[src/rtl/sobel_pkg.sv]
// Shared types and defaults for the Sobel datapath blocks
// (move_control, window_fetch).
package sobel_pkg;

    typedef enum logic [1:0] {
        DIR_RELOAD = 2'b00,
        DIR_RIGHT  = 2'b01,
        DIR_LEFT   = 2'b10,
        DIR_ROW    = 2'b11
    } dir_t;

    typedef enum logic [1:0] {
        IDLE  = 2'b00,
        FULL  = 2'b01,
        PART  = 2'b10,
        DRAIN = 2'b11
    } fetch_state_t;

    localparam int DEF_PIX_W  = 8;
    localparam int DEF_ADDR_W = 8;
    localparam int WIN_N      = 3;

endpackage

[src/rtl/window_regs.sv]
// 3x3 pixel window storage with indexed write and shift controls.
// A write lands before the shift so both can coincide on one edge.
module window_regs
    import sobel_pkg::*;
#(
    parameter int PIX_W = DEF_PIX_W
) (
    input  logic                     clk,
    input  logic                     rst,
    input  logic                     shift_left,
    input  logic                     shift_right,
    input  logic                     shift_up,
    input  logic                     wr_en,
    input  logic [1:0]               wr_row,
    input  logic [1:0]               wr_col,
    input  logic [PIX_W-1:0]         wr_data,
    output logic [9*PIX_W-1:0]       window
);

    logic [PIX_W-1:0] cells [WIN_N][WIN_N];
    logic [PIX_W-1:0] merged [WIN_N][WIN_N];
    logic [PIX_W-1:0] nxt [WIN_N][WIN_N];

    always_comb begin
        merged = cells;
        if (wr_en) begin
            merged[wr_row][wr_col] = wr_data;
        end
        nxt = merged;
        if (shift_left) begin
            for (int r = 0; r < WIN_N; r++) begin
                for (int c = 0; c < WIN_N - 1; c++) begin
                    nxt[r][c] = merged[r][c+1];
                end
            end
        end
        if (shift_right) begin
            for (int r = 0; r < WIN_N; r++) begin
                for (int c = 1; c < WIN_N; c++) begin
                    nxt[r][c] = merged[r][c-1];
                end
            end
        end
        if (shift_up) begin
            for (int r = 0; r < WIN_N - 1; r++) begin
                for (int c = 0; c < WIN_N; c++) begin
                    nxt[r][c] = merged[r+1][c];
                end
            end
        end
    end

    always_ff @(posedge clk or posedge rst) begin
        if (rst) begin
            cells <= '{default: '0};
        end else begin
            cells <= nxt;
        end
    end

    always_comb begin
        window = '0;
        for (int r = 0; r < WIN_N; r++) begin
            for (int c = 0; c < WIN_N; c++) begin
                window[(r*WIN_N+c)*PIX_W +: PIX_W] = cells[r][c];
            end
        end
    end

endmodule

[src/rtl/window_fetch.sv]
// Memory-side reader keeping a 3x3 Sobel window current, by full
// reload (9 reads) or shift plus edge fetch (3 reads).
module window_fetch
    import sobel_pkg::*;
#(
    parameter int PIX_W  = DEF_PIX_W,
    parameter int ADDR_W = DEF_ADDR_W
) (
    input  logic                 clk,
    input  logic                 n_reset,
    input  logic [11:0]          width,
    input  logic [ADDR_W-1:0]    addr_r,
    input  logic [1:0]           direction,
    input  logic                 fetch_full,
    input  logic                 fetch_step,
    output logic [ADDR_W-1:0]    mem_addr,
    output logic                 mem_ren,
    input  logic [PIX_W-1:0]     mem_rdata,
    output logic [9*PIX_W-1:0]   window,
    output logic                 window_valid,
    output logic                 busy
);

    fetch_state_t state, nstate;

    logic [ADDR_W-1:0] base, wid;
    dir_t              dir;
    logic [1:0]        row, col;
    logic [1:0]        nrow, ncol;
    logic [1:0]        srow, scol;
    logic              last;

    logic              pend_v;
    logic [1:0]        pend_row, pend_col;

    logic              can_accept, req, req_full;
    logic              shl, shr, shu;
    logic              unused;

    assign unused = ^width[11:ADDR_W];

    function automatic logic [ADDR_W-1:0] row_off(
        input logic [ADDR_W-1:0] w,
        input logic [1:0]        r
    );
        row_off = '0;
        if (r == 2'd1) row_off = w;
        if (r == 2'd2) row_off = {w[ADDR_W-2:0], 1'b0};
    endfunction

    // DRAIN is the window_valid cycle; the FSM is back in IDLE on its edge
    assign can_accept = (state == IDLE) || (state == DRAIN);
    assign req        = can_accept && (fetch_full || fetch_step);
    assign req_full   = fetch_full || (direction == DIR_RELOAD);

    assign mem_ren      = (state == FULL) || (state == PART);
    assign window_valid = (state == DRAIN);
    assign busy         = (state != IDLE);

    always_comb begin
        srow = 2'd0;
        scol = 2'd0;
        shl  = 1'b0;
        shr  = 1'b0;
        shu  = 1'b0;
        if (req && !req_full) begin
            unique case (dir_t'(direction))
                DIR_RIGHT: begin scol = 2'd2; shl = 1'b1; end
                DIR_LEFT:  shr = 1'b1;
                DIR_ROW:   begin srow = 2'd2; shu = 1'b1; end
                default:   ;
            endcase
        end
    end

    always_comb begin
        nrow = row;
        ncol = col;
        last = 1'b0;
        if (state == FULL) begin
            last = (row == 2'd2) && (col == 2'd2);
            if (col == 2'd2) begin
                nrow = row + 2'd1;
                ncol = 2'd0;
            end else begin
                ncol = col + 2'd1;
            end
        end else if (dir == DIR_ROW) begin
            last = (col == 2'd2);
            ncol = col + 2'd1;
        end else begin
            last = (row == 2'd2);
            nrow = row + 2'd1;
        end
    end

    always_comb begin
        nstate = state;
        unique case (state)
            IDLE, DRAIN: begin
                if (req) nstate = req_full ? FULL : PART;
                else     nstate = IDLE;
            end
            FULL, PART: begin
                if (last) nstate = DRAIN;
            end
            default: nstate = IDLE;
        endcase
    end

    always_ff @(posedge clk or posedge n_reset) begin
        if (n_reset) begin
            state    <= IDLE;
            base     <= '0;
            wid      <= '0;
            dir      <= DIR_RELOAD;
            row      <= '0;
            col      <= '0;
            mem_addr <= '0;
            pend_v   <= 1'b0;
            pend_row <= '0;
            pend_col <= '0;
        end else begin
            state    <= nstate;
            pend_v   <= mem_ren;
            pend_row <= row;
            pend_col <= col;
            if (req) begin
                base     <= addr_r;
                wid      <= width[ADDR_W-1:0];
                dir      <= dir_t'(direction);
                row      <= srow;
                col      <= scol;
                mem_addr <= addr_r + row_off(width[ADDR_W-1:0], srow)
                            + ADDR_W'(scol);
            end else if (mem_ren && !last) begin
                row      <= nrow;
                col      <= ncol;
                mem_addr <= base + row_off(wid, nrow) + ADDR_W'(ncol);
            end
        end
    end

    window_regs #(
        .PIX_W (PIX_W)
    ) u_regs (
        .clk         (clk),
        .rst         (n_reset),
        .shift_left  (shl),
        .shift_right (shr),
        .shift_up    (shu),
        .wr_en       (pend_v),
        .wr_row      (pend_row),
        .wr_col      (pend_col),
        .wr_data     (mem_rdata),
        .window      (window)
    );

endmodule
[config.mk]
export PLATFORM = sky130hd
export DESIGN_NAME = window_fetch
export DESIGN_NICKNAME = d
export VERILOG_FILES = /design/src/rtl/sobel_pkg.sv /design/src/rtl/window_regs.sv /design/src/rtl/window_fetch.sv
export SDC_FILE = /design/constraint.sdc
export NUM_CORES = 1
export LEC_CHECK = 0
export CAP_MARGIN = 30
export CORE_UTILIZATION = 29
export CTS_CLUSTER_SIZE = 25
export DETAILED_ROUTE_END_ITERATION = 7
export PLACE_DENSITY_LB_ADDON = 0.1
export REMOVE_ABC_BUFFERS = 1
export SLEW_MARGIN = 20
export SYNTH_ARGS = -nofsm -noshare
export SYNTH_HDL_FRONTEND = slang
export SYNTH_SLANG_ARGS = --single-unit
export TNS_END_PERCENT = 5
[constraint.sdc]
create_clock -name clk -period 7.1 [get_ports clk]
set_input_delay 0.71 -clock clk [delete_from_list [all_inputs] [get_ports clk]]
set_output_delay 0.71 -clock clk [all_outputs]
set_load 0.02 [all_outputs]
==> results.ini, run 1 <==
[route]
drtPass1Iterations=5
drtIter0Drc=439
routed_wl_mm=22.6
drtAntennaViolNets=0
dr_total_vias=5977
vias_per_cell=5.40
post-route-drc-count=0
wire_per_inst_microns=20.4

[worst_setup_path]
crit_path_start=direction[0]
reg2reg_slack_ns=2.70
crit_arrival_ns=4.67
worstRegToRegCells=16
path_class=in2reg
cp.required_ns=7.33
r2r-start=state[0]$_DFFE_PP0P_
start_kind=primary input
crit_path_end_kind=flip-flop
setup.worst_path.end=mem_addr[6]$_DFFE_PP0P_
worst-path-max-fanout=15
r2r-end=mem_addr[6]$_DFFE_PP0P_

[logic_synthesis]
syn_area_sq_mm=0.00687
synth_adder_area_share=0.0655
ys_seq_area_frac=0.397
synth_edf_count=0
yosys.cell_types.count=63
yosysWarnings=0
syn_avg_cell_area_sq_um=9.79
ys_ff_latch=109
synth_ff_type=dfrtp_1
synth_compound_area_frac=0.172
yosysTopAreaCellShare=0.397
yosys.area_share.simple=0.156
synthTopCellsByArea=dfrtp_1, mux2i_1, nand2_1
yosys.area.top_type=dfrtp_1
synthArstFlopShare=1.00
syn_inst=702
synth_top_family_by_area=compound AO/OA/AOI/OAI gates
synth_xor_area_frac=0.0147
synth.mux.area_fraction=0.155

[global_route]
antenna_found_initial=0
grt.total_usage=0.193
overflow=0
grt_pass1_vias=6170
grt_max_degree=50
grt_pass1_wl_mm=35.5

[die]
die_y_microns=156
die_area_sq_mm=0.0243
pin_count=117
die_w_microns=156
coreArea_sq_mm=0.0229
start_util=0.300
fp-row-count=55

[timing]
worst_slew_pin_slew_ns=0.932
setup_viol=0
setup_tns_ns=0
slew_headroom=0.361
rsz0062_at_grt=no
max_freq_mhz=225
skew_ns=0.00695
period_minus_slack_ns=4.44
min_period_over_period=0.625
drv_slew=0
hold_viol=0

[clock_network]
cts_root_buffer=clkbuf_16
path_clk_slew_ns=0.08
cts.repair.resized=0
postCtsSetupBuffers=0
clockBufferDepth=2
cts_tree=yes
clk_latency_ns=0.36
cts_sinks=109
cts_buffers=9
cts_max_level=3
ctsHoldBuffers=0

[pwr]
p_per_area_mw_per_mm2=526
ir_drop_mv=0.206
p_leak_nw=4.00

[finish]
num_antenna_cells=0
layout_commonest_cell=clkdlybuf4s50_1
areaGrowthSynthToFinish_pct=25.9
final_area_sq_mm=0.00865
drive_above_1_share=0.0933
nets=855
layout_common_cells=clkdlybuf4s50_1, dfrtp_1, nand2_1

[min_path]
hold_path_class=reg2reg

[placement]
hpwl_mm=15.4
port_buffers=112
placed_area_sq_mm=0.00834
gp_congestion=0.816

[job]
drv_cap=0

[run_status]
status=finished clean

-- metal layers --
layer,wire length (microns),GRT usage
met1,10200,0.250
met2,10500,0.318
met3,1290,0.0378
met4,590,0.0733
met5,0,0
-- report_power, final --
group | leakage [nW] | switching [mW] | internal (mW)
Combinational | 2.58 | 1.52 | 1.26
Clock | 0.149 | 0.260 | 0.280
Sequential | 1.28 | 0.283 | 0.947
-- cell type report --
cell class | count | area (sq um)
clock buffer | 9 | 225
fill | 2280 | 14300
inverter | 17 | 66.3
tap | 313 | 392
multi-input combinational | 527 | 3910
sequential | 109 | 2730
clock inverter | 7 | 80.1
timing repair buffer | 124 | 1250
-- synthesized netlist by cell type (3+ instances only) --
cell type and count:
a21o_1 5, buf_2 6, or2_2 10, nand2_1 104
a211oi_1 4, nand3b_1 5, nor2b_1 5, nand3_1 5
a31o_2 14, mux2_2 10, ha_1 28, mux2i_1 95
fa_1 5, o21ai_0 27, o32ai_1 7, a21oi_1 9
clkbuf_1 37, o22a_1 8, and2_1 4, inv_1 17
o211ai_1 3, a21boi_0 9, nor2_1 46, o31ai_1 8
xnor2_1 7, and3_1 15, nor3_1 3, a221oi_1 18
dfrtp_1 109, a2111oi_0 6, or3_1 11, o21bai_1 3
o221ai_1 17, buf_1 4
-- stage by stage --
step	hold WS [ns]	cells	total power, mW	worst slack [ns]	util
after floorplan	0.398	653	2.94	2.38	-
after global placement	0.423	1088	3.98	2.34	0.362
after detailed placement	0.431	1090	4.02	2.27	0.364
after CTS	0.448	1106	4.59	2.64	0.377
after global routing	0.487	1106	4.91	2.34	0.377
final	0.443	1106	4.55	2.66	0.377
-- worst max-delay path, cell delays in order --
cell and delay [ns]:
clkdlybuf4s50_1 0.61, nor4bb_4 0.34, buf_4 0.34, and2_1 0.70
nand2_1 0.17, fa_1 0.42, inv_1 0.06, ha_1 0.21
inv_1 0.07, fa_1 0.40, nor2b_1 0.14, o21a_1 0.13
o21ai_0 0.07, a31oi_1 0.18, o21ai_0 0.11
-- state kept, by name, summed over array words and instances, names as in the netlist --
| name | count |
|---|---|
| u_regs.window | 72 |
| base | 8 |
| mem_addr | 8 |
| wid | 8 |
| col | 2 |
| dir | 2 |
| pend_col | 2 |
| pend_row | 2 |
| row | 2 |
| state | 2 |
| pend_v | 1 |
-- worst min-delay path by stage --
stage,startpoint,end,cells after the start
after floorplan,col[1]$_DFFE_PP0P_,pend_col[1]$_DFF_PP0_,0
after global placement,col[1]$_DFFE_PP0P_,pend_col[1]$_DFF_PP0_,0
after detailed placement,col[1]$_DFFE_PP0P_,pend_col[1]$_DFF_PP0_,0
after CTS,col[1]$_DFFE_PP0P_,pend_col[1]$_DFF_PP0_,0
after global routing,col[1]$_DFFE_PP0P_,pend_col[1]$_DFF_PP0_,0
final,col[1]$_DFFE_PP0P_,pend_col[1]$_DFF_PP0_,0
-- logic make-up after synthesis --
family                     count (synthesis)
AOI/OAI and AO/OA                        154
xor gates and xnor gates                  10
adders and majority gates                 33
buffers and inverters                     66
DFF                                      109
muxes                                    105
and+or+nand+nor                          225
Power figures use the tool's default switching activity.
==> run 2: changes to the inputs <==
==> constraint.sdc (replaced) <==
create_clock -name clk -period 3.83 [get_ports clk]
set_input_delay 0.383 -clock clk [delete_from_list [all_inputs] [get_ports clk]]
set_output_delay 0.383 -clock clk [all_outputs]
set_load 0.02 [all_outputs]
==> run 2 against run 1 <==
Effect of this change: cell area is 2.6% higher; total power grew 93%; worst setup slack worse by 2.4 ns; flip-flop and latch count stayed put; core utilization grew 0.97 points; critical path depth is 1 higher; combinational power up 99%; clock-buffer cell count is 1 higher; final cell count increased by 2.4%; first-iteration DRC count shrank 5.5%; die area did not move; highest routed layer unchanged.
==> results.ini, run 2 (same netlist as run 1, synthesis figures left out) <==
[timing]
slew_headroom=0.353  ; was 0.361
max_freq_mhz=277
hold_ws_ns=0.491  ; was 0.443 ns
min_period_over_period=0.943
drv_slew=0  ; unchanged
worst_slew_pin_slew_ns=0.967  ; was 0.932 ns
setup_viol=0  ; unchanged
hold_viol=0  ; unchanged
skew_ns=0.0103  ; was 0.00695 ns
period_minus_slack_ns=3.61

[clock_network]
cts_sinks=109  ; unchanged
path_clk_slew_ns=0.08  ; about the same
ctsHoldBuffers=0  ; unchanged
cts_buffers=9  ; unchanged
clockBufferDepth=2  ; unchanged
clk_latency_ns=0.37  ; was 0.36 ns
cts_tree=yes  ; unchanged
cts_root_buffer=clkbuf_16  ; unchanged
cts_max_level=3  ; unchanged

[finish]
num_antenna_cells=0  ; unchanged
layout_commonest_cell=clkdlybuf4s50_1  ; unchanged
final_core_util=0.387  ; was 0.377
instances_no_fill=1132  ; was 1106
largest_reg_flops=72  ; unchanged
areaGrowthSynthToFinish_pct=29.1  ; was 25.9%
layout_common_cells=clkdlybuf4s50_1, dfrtp_1, nand2_1  ; unchanged
nets=881  ; was 855
drive_above_1_share=0.138  ; was 0.0933

[global_route]
grt.total_usage=0.197  ; was 0.193
antenna_found_initial=0  ; unchanged
grt_pass1_vias=6194  ; was 6170
grt_max_degree=59  ; was 50
overflow=0  ; unchanged
grt_pass1_wl_mm=36.0  ; was 35.5 mm

[route]
vias_per_cell=5.36  ; was 5.40
wire_per_inst_microns=20.7  ; was 20.4 microns
drtPass1Iterations=5  ; unchanged
drtIter0Drc=415  ; was 439
routed_wl_mm=23.4  ; was 22.6 mm
dr_total_vias=6062  ; was 5977
post-route-drc-count=0  ; unchanged
drtAntennaViolNets=0  ; unchanged

[worst_setup_path]
worst-path-max-fanout=4  ; was 15
start_kind=flip-flop  ; was primary input
reg2reg_slack_ns=0.22  ; was 2.70 ns
crit_path_end_kind=flip-flop  ; unchanged
worstRegToRegCells=16  ; unchanged
r2r-end=mem_addr[7]$_DFFE_PP0P_  ; was mem_addr[6]$_DFFE_PP0P_
r2r-start=state[0]$_DFFE_PP0P_  ; unchanged
cp.required_ns=4.07  ; was 7.33 ns
crit_arrival_ns=3.86  ; was 4.67 ns
path_class=reg2reg  ; was in2reg

[pwr]
p_switching_mw=3.90  ; was 2.06 mW
p_per_area_mw_per_mm2=989  ; was 526 mW/mm^2
internal-power_mw=4.87  ; was 2.49 mW
clockPowerShare=0.112  ; was 0.119
switching_share=0.445  ; was 0.453
p_leak_nw=4.12  ; was 4.00 nW
ir_drop_mv=0.419  ; was 0.206 mV
power_mw=8.77  ; was 4.55 mW
share_comb_of_total_power=0.629  ; was 0.611
seqPwrFrac=0.259  ; was 0.270

[die]
coreArea_sq_mm=0.0229  ; unchanged
die_y_microns=156  ; unchanged
die_w_microns=156  ; unchanged
pin_count=117  ; unchanged
fp-row-count=55  ; unchanged
start_util=0.300  ; unchanged
die_area_sq_mm=0.0243  ; unchanged

[placement]
place_inst=1113  ; was 1090
hpwl_mm=16.1  ; was 15.4 mm
gp_congestion=0.818  ; was 0.816
port_buffers=112  ; unchanged

[run_status]
status=finished clean  ; unchanged

[min_path]
hold_path_class=in2async  ; was reg2reg

[job]
drv_cap=0  ; unchanged

[run 2: cell types whose count changed in the layout (fill, tap and decap cells not counted), sizes merged]
cell / delta
buf: +26
inv: -3
clkinv: +2
clkbuf: +1
[run 2: area by class of cell]
type	count	area, sq um
clock buffer	10	239
tap	313	392
clock inverter	6	61.3
fill	2279	14000
multi-input combinational	527	3950
sequential	109	2730
timing repair buffer	150	1430
inverter	17	66.3
[run 2: timing repair]
action                     in CTS  in global routing
resized for setup               2                 13
pin swaps                       0                  4
setup endpoints to repair       1                  2
buffers inserted                0                  2
[run 2: worst max-delay path: stages, from the launching register on]
cell and delay (ns):
dfrtp_1 0.42, ha_4 0.18, buf_4 0.15, nand2b_4 0.07, buf_4 0.12, and3_4 0.19
a221o_1 0.14, o21ai_0 0.10, fa_1 0.50, inv_1 0.05, ha_2 0.19, fa_2 0.37
a211oi_2 0.27, o21bai_1 0.11, a21oi_1 0.15, xnor3_1 0.22, o221a_2 0.27
[run 2: stage by stage]
step           setup TNS [ns]  area, sq um  setup slack [ns]
2_1_floorplan          -17.80         6670            -0.894
3_3_place_gp          -0.0327         8490           -0.0327
3_5_place_dp          -0.0444         8490           -0.0444
4_1_cts                     0         8800            0.0515
5_1_grt              -0.00824         8870          -0.00824
6_report                    0         8870             0.218
[run 2: how the worst max path moves through the flow]
stage                                   end            startpoint  slack (ns)  cells past startpoint
floorplan           mem_addr[6]$_DFFE_PP0P_  state[0]$_DFFE_PP0P_       -0.89                     15
global placement    mem_addr[7]$_DFFE_PP0P_  state[1]$_DFFE_PP0P_       -0.03                     16
detailed placement  mem_addr[7]$_DFFE_PP0P_  state[1]$_DFFE_PP0P_       -0.04                     16
CTS                 mem_addr[7]$_DFFE_PP0P_  state[1]$_DFFE_PP0P_        0.05                     16
global route        mem_addr[7]$_DFFE_PP0P_  state[1]$_DFFE_PP0P_      -0.008                     16
finish              mem_addr[7]$_DFFE_PP0P_  state[0]$_DFFE_PP0P_        0.22                     16
[run 2: power groups by stage]
stage | logic [mW] | registers (mW) | clock network, mW
global placement | 5.32 | 2.27 | 0
detailed placement | 5.38 | 2.29 | 0
floorplan | 2.77 | 2.68 | 0
global route | 6.04 | 2.35 | 1.05
finish | 5.52 | 2.27 | 0.984
CTS | 5.43 | 2.27 | 1.01
[run 2: routing by layer]
layer | part of all wire | vias to the layer above | track usage
li1 | - | 2799 | -
met1 | 0.44 | 3017 | 0.249
met2 | 0.48 | 205 | 0.332
met3 | 0.059 | 41 | 0.0422
met4 | 0.026 | 0 | 0.0668
met5 | 0 | - | 0
